[src/rtl/plb_lookup_stage.sv]
// Purpose: PLB lookup stage. A fully-associative cache of MPT permission entries, searched by SPA page number and SDID, with a fill port for the walker.
// Latency: 1 cycle. The result is registered on m_* in the cycle after s_* is accepted. Fills become matchable in the cycle after the fill edge.
// Backpressure: single-entry output register without a skid buffer. s_ready_o drops while a result is held and m_ready_i is low, or while flush_i is high.
module plb_lookup_stage #(
    parameter int NUM_ENTRIES = 8,
    parameter int SPA_WIDTH   = 56,
    parameter int SDID_WIDTH  = 6
) (
    input  logic                  clk_i,
    input  logic                  rst_ni,
    input  logic                  flush_i,
    input  logic                  s_valid_i,
    output logic                  s_ready_o,
    input  logic [SPA_WIDTH-1:0]  s_spa_i,
    input  logic [SDID_WIDTH-1:0] s_sdid_i,
    input  logic [1:0]            s_access_i,
    output logic                  m_valid_o,
    input  logic                  m_ready_i,
    output logic [SPA_WIDTH-1:0]  m_spa_o,
    output logic [SDID_WIDTH-1:0] m_sdid_o,
    output logic [1:0]            m_access_o,
    output logic                  m_hit_o,
    output logic                  m_allow_o,
    output logic [2:0]            m_perm_o,
    input  logic                  fill_valid_i,
    input  logic [SPA_WIDTH-13:0] fill_ppn_i,
    input  logic [SDID_WIDTH-1:0] fill_sdid_i,
    input  logic [2:0]            fill_perm_i
);

    localparam int PPN_W = SPA_WIDTH - 12;
    localparam int IDX_W = $clog2(NUM_ENTRIES);

    typedef struct packed {
        logic                  vld;
        logic [PPN_W-1:0]      ppn;
        logic [SDID_WIDTH-1:0] sdid;
        logic [2:0]            perm;   // {x,w,r}
    } plb_entry_t;

    plb_entry_t       ent_q [NUM_ENTRIES];
    logic [IDX_W-1:0] vptr_q;

    logic             s_accept;
    logic [PPN_W-1:0] s_ppn;
    logic             lk_hit;
    logic [2:0]       lk_perm;
    logic             lk_allow;

    logic             dup_hit;
    logic [IDX_W-1:0] dup_idx;
    logic             free_hit;
    logic [IDX_W-1:0] free_idx;
    logic [IDX_W-1:0] fill_idx;
    logic             fill_evict;

    assign s_ready_o = !flush_i && (!m_valid_o || m_ready_i);
    assign s_accept  = s_valid_i && s_ready_o;
    assign s_ppn     = s_spa_i[SPA_WIDTH-1:12];

    // Search the pre-fill array. Fills never create duplicates, so the OR of matching perms equals the single match.
    always_comb begin
        lk_hit  = 1'b0;
        lk_perm = 3'b000;
        for (int i = 0; i < NUM_ENTRIES; i++) begin
            if (ent_q[i].vld && ent_q[i].ppn == s_ppn && ent_q[i].sdid == s_sdid_i) begin
                lk_hit  = 1'b1;
                lk_perm = lk_perm | ent_q[i].perm;
            end
        end
    end

    // Select the permission bit for the access type. The reserved encoding never allows.
    always_comb begin
        lk_allow = 1'b0;
        case (s_access_i)
            2'b00:   lk_allow = lk_perm[0];
            2'b01:   lk_allow = lk_perm[1];
            2'b10:   lk_allow = lk_perm[2];
            default: lk_allow = 1'b0;
        endcase
        if (!lk_hit) begin
            lk_allow = 1'b0;
        end
    end

    // Pick the fill slot. Priority: the same key (update in place), then the lowest free slot, then the victim pointer.
    always_comb begin
        dup_hit  = 1'b0;
        dup_idx  = '0;
        free_hit = 1'b0;
        free_idx = '0;
        for (int i = 0; i < NUM_ENTRIES; i++) begin
            if (ent_q[i].vld && ent_q[i].ppn == fill_ppn_i && ent_q[i].sdid == fill_sdid_i) begin
                dup_hit = 1'b1;
                dup_idx = i[IDX_W-1:0];
            end
            if (!ent_q[i].vld && !free_hit) begin
                free_hit = 1'b1;
                free_idx = i[IDX_W-1:0];
            end
        end
        fill_evict = !dup_hit && !free_hit;
        if (dup_hit) begin
            fill_idx = dup_idx;
        end else if (free_hit) begin
            fill_idx = free_idx;
        end else begin
            fill_idx = vptr_q;
        end
    end

    // Entry array and victim pointer. Flush wins over fill. Only an eviction advances the pointer.
    always_ff @(posedge clk_i or negedge rst_ni) begin
        if (!rst_ni) begin
            for (int i = 0; i < NUM_ENTRIES; i++) begin
                ent_q[i] <= '0;
            end
            vptr_q <= '0;
        end else if (flush_i) begin
            for (int i = 0; i < NUM_ENTRIES; i++) begin
                ent_q[i].vld <= 1'b0;
            end
            vptr_q <= '0;
        end else if (fill_valid_i) begin
            ent_q[fill_idx] <= '{vld: 1'b1, ppn: fill_ppn_i, sdid: fill_sdid_i, perm: fill_perm_i};
            if (fill_evict) begin
                vptr_q <= vptr_q + 1'b1;
            end
        end
    end

    // Output register. It captures on accept and holds while stalled, so later fills cannot change a held result.
    always_ff @(posedge clk_i or negedge rst_ni) begin
        if (!rst_ni) begin
            m_valid_o  <= 1'b0;
            m_spa_o    <= '0;
            m_sdid_o   <= '0;
            m_access_o <= '0;
            m_hit_o    <= 1'b0;
            m_allow_o  <= 1'b0;
            m_perm_o   <= '0;
        end else if (flush_i) begin
            m_valid_o <= 1'b0;
        end else if (s_accept) begin
            m_valid_o  <= 1'b1;
            m_spa_o    <= s_spa_i;
            m_sdid_o   <= s_sdid_i;
            m_access_o <= s_access_i;
            m_hit_o    <= lk_hit;
            m_allow_o  <= lk_allow;
            m_perm_o   <= lk_perm;
        end else if (m_ready_i) begin
            m_valid_o <= 1'b0;
        end
    end

endmodule

[config.mk]
export PLATFORM = sky130hd
export DESIGN_NAME = plb_lookup_stage
export DESIGN_NICKNAME = d
export VERILOG_FILES = /design/src/rtl/plb_lookup_stage.sv
export SDC_FILE = /design/constraint.sdc
export NUM_CORES = 2
export LEC_CHECK = 0
export CAP_MARGIN = 5
export CORE_MARGIN = 4
export CORE_UTILIZATION = 55
export DETAILED_ROUTE_END_ITERATION = 8
export PLACE_DENSITY = 0.75
export SYNTH_ARGS = -nofsm -noshare
export SYNTH_HDL_FRONTEND = slang
export SYNTH_SLANG_ARGS = --single-unit
[constraint.sdc]
create_clock -name clk_i -period 3.35 [get_ports clk_i]
set_clock_uncertainty 0.05 [all_clocks]
set_input_delay 0.8375 -clock clk_i [delete_from_list [all_inputs] [get_ports clk_i]]
set_output_delay 0.8375 -clock clk_i [all_outputs]
set_load 0.01 [all_outputs]
==> flow_metrics.py <==
metrics = {
    "run_status": {
        "status": "complete, but fails checks",
        "violations": "setup timing",
    },
    "place": {
        "place.gp.congestion": 1.09,
        "io_buffers": 193,
        "post-dp-hpwl_um": 107000,
        "place_ws_ns": -1.37,
        "dpl-instance-area_um2": 37400,
    },
    "sta": {
        "fmax_mhz": 258,
        "min_period_over_period": 1.16,
        "fin_ws_ns": -0.521,
        "final_hold_viol_count": 0,
        "finalSetupViolations": 431,
        "worst_pin_slew_ns": 0.863,
        "slew_viol_final": 0,
        "max_slew_margin": 0.425,
        "min_period_ns": 3.87,
        "rsz0062_at_grt": "yes",
    },
    "clock_tree": {
        "cts_tree": "done",
        "hold_buffers": 0,
        "insertion_delay_ns": 0.65,
        "path_clk_slew_ns": 0.07,
        "root_buffer": "clkbuf_16",
        "clock-sinks": 505,
        "h-tree-depth": 2,
        "max-clock-path-buffers": 3,
        "cts_buffers": 56,
    },
    "floorplanning": {
        "fp.dieW_um": 237,
        "num_rows": 83,
        "initial_core_util": 0.559,
        "io_pins": 194,
        "die_h_um": 237,
        "core-area_um2": 51700,
        "dieArea_um2": 56300,
    },
    "yosys": {
        "ys_ff_latch": 505,
        "synth_area_um2": 28900,
        "synth_top_area_cell": "dfrtp_1",
        "yosysMostFrequentCell": "dfrtp_1",
        "syn_area_per_cell_um2": 11.2,
        "synth_edf_count": 0,
        "ys_types": 53,
        "synth_top_area_share": 0.437,
        "ys.flop_type": "dfrtp_1",
        "synth.area.top_cells": "dfrtp_1 (44%), xnor2_1 (13%), mux2_2 (11%), xor2_1 (9.5%), mux2_1 (3.9%)",
        "synthCells": 2579,
        "ys_async_sr_fraction": 1.00,
        "yosysSeqAreaShare": 0.437,
        "synth_nets": 2703,
        "synth.top_cells.by_count": "dfrtp_1 (505), xnor2_1 (421), xor2_1 (313)",
        "yosys_warnings": 0,
    },
    "setup_path": {
        "path_cells": "buf_6 -> buf_12 -> buf_12 -> buf_4 -> xnor2_1 -> nand4_1 -> nor4_1 -> nand4_1 -> buf_6 -> o32ai_4 -> buf_6 -> a21o_1 -> a21o_1 -> nand4b_1 -> buf_6 -> buf_12 -> buf_12 -> buf_16 -> mux2_4",
        "critical-path-max-stage-delay_ns": 0.43,
        "worstPathArrival_ns": 4.34,
        "reg2reg_slack_ns": -0.40,
        "cp-end-kind": "flip-flop",
        "cp_max_fo": 5,
        "crit_slowest_cell": "xnor2_1",
        "crit_required_ns": 3.82,
        "start_kind": "input pin",
        "path_delay_family": "buffers and inverters",
        "path_buf_inv": 10,
        "critPathKind": "input pin to flip-flop",
    },
    "grt": {
        "grt_pass1_vias": 27900,
        "antenna_found_initial": 8,
        "grt_overflow": 0,
        "grt_pass1_wl_um": 214000,
        "grt_max_degree": 74,
        "grt.total_usage": 0.538,
    },
    "routing": {
        "initialDrtViolationCount": 4696,
        "wire_per_inst_um": 39.6,
        "route.detailed.drc": 0,
        "routed_wl_um": 167000,
        "first_pass_iters": 6,
        "num_vias": 29300,
        "detail_route.vias_per_cell": 6.94,
        "drt.antenna.violating_nets": 0,
    },
    "flow_run": {
        "maxCapViolCount": 0,
    },
    "layout": {
        "fin_nets": 3618,
        "seq_area_um2": 12600,
        "multiInputGateArea_um2": 18400,
        "final_design_area_no_fill_um2": 45700,
        "drive_gt1_frac": 0.471,
        "fillers": 2210,
        "syn_to_final_growth_pct": 58.2,
    },
    "power_and_ir_drop": {
        "comb_power_share": 0.331,
        "intPower_w": 0.0141,
        "ir_drop_mv": 0.513,
        "switchingPower_w": 0.00741,
        "powerDensity_nw_per_um2": 470,
        "swShare": 0.345,
        "pwr-share-seq": 0.373,
        "leakagePower_nw": 21.4,
        "p_clk_frac": 0.297,
    },
    "hold_path": {
        "hp-class": "input pin to async pin",
    },
}
-- cells in the final DEF (no fill, tap or decap), types with 60 or more instances in the layout --
cell type and instances:
inv_1 60, buf_6 92, xor2_1 299, nand2_1 175, xnor2_2 94, dfrtp_1 500, nand4_1 119, clkdlybuf4s50_1 137
nor4_1 62, xnor2_1 302, buf_12 166, mux2_4 400, buf_4 562, clkbuf_16 64
-- kinds of logic after synthesis --
logic type	count (synthesis)	synth area share
compound gates	128	0.0330
xor+xnor	734	0.222
fa+ha+maj	1	0.000433
buf+inv	277	0.0437
flops	505	0.437
mux	425	0.170
simple gates	509	0.0928
-- power by group through the flow --
stage | registers, W | clock network, W | logic [W]
after detailed placement | 0.00783 | 0 | 0.00534
final | 0.00800 | 0.00637 | 0.00710
after global placement | 0.00778 | 0 | 0.00525
after global routing | 0.00806 | 0.00652 | 0.00712
after CTS | 0.00782 | 0.00623 | 0.00603
after floorplan | 0.00771 | 0 | 0.00246
-- metrics by stage --
step / power, W / hold WS (ns) / setup TNS (ns) / util / instances
finish: 0.0215 / 0.134 / -149.68 / 0.884 / 4226
detailed placement: 0.0132 / 0.413 / -543.57 / 0.724 / 3906
CTS: 0.0201 / 0.182 / -37.12 / 0.843 / 4183
floorplan: 0.0102 / 0.408 / -10.0 / - / 2579
global route: 0.0217 / 0.194 / -157.78 / 0.884 / 4220
global placement: 0.0130 / 0.404 / -538.23 / 0.724 / 3906
-- registers in the layout, indices dropped and copies added (netlist names) --
signal and flops:
m_valid_o 1, m_hit_o 1, m_sdid_o 6, m_perm_o 3, vptr_q 3, m_spa_o 56, m_access_o 2, m_allow_o 1
ent_q 432
-- cell type report --
class | instances | share of cell area
multi-input cells | 1797 | 0.403
flip-flops and latches | 505 | 0.276
repair buffers | 1071 | 0.257
clock buffers | 83 | 0.0355
well taps | 680 | 0.0186
inverters | 63 | 0.00531
clock inverters | 21 | 0.00386
diodes | 6 | 0.000328
-- worst paths after layout --
check                                     from           to  depth (start not counted)
worst max-delay path            fill_ppn_i[26]   ent_q[240]                         19
worst min-delay path                    rst_ni  m_spa_o[40]                          1
worst max register to register      ent_q[131]   ent_q[240]                         15
worst min register to register     m_spa_o[23]  m_spa_o[23]                          2
max in group asynchronous               rst_ni   m_spa_o[2]                          3
min in group clk_i                 m_spa_o[23]  m_spa_o[23]                          2
-- per-layer routing --
metal  share of wire  vias to the layer above  GRT usage
met5         0.00097                        -          0
met4            0.12                       10      0.423
met3            0.18                     1199      0.233
met2            0.38                     3271      0.735
met1            0.32                    14200      0.664
li1                -                    10700          -
-- repair_timing --
item,in CTS,in global routing
endpoints found under the setup margin,436,432
pin swaps,77,87
gates resized for setup,583,489
buffers inserted,142,62
gates cloned,38,8
(Power assumes the default switching activity.)
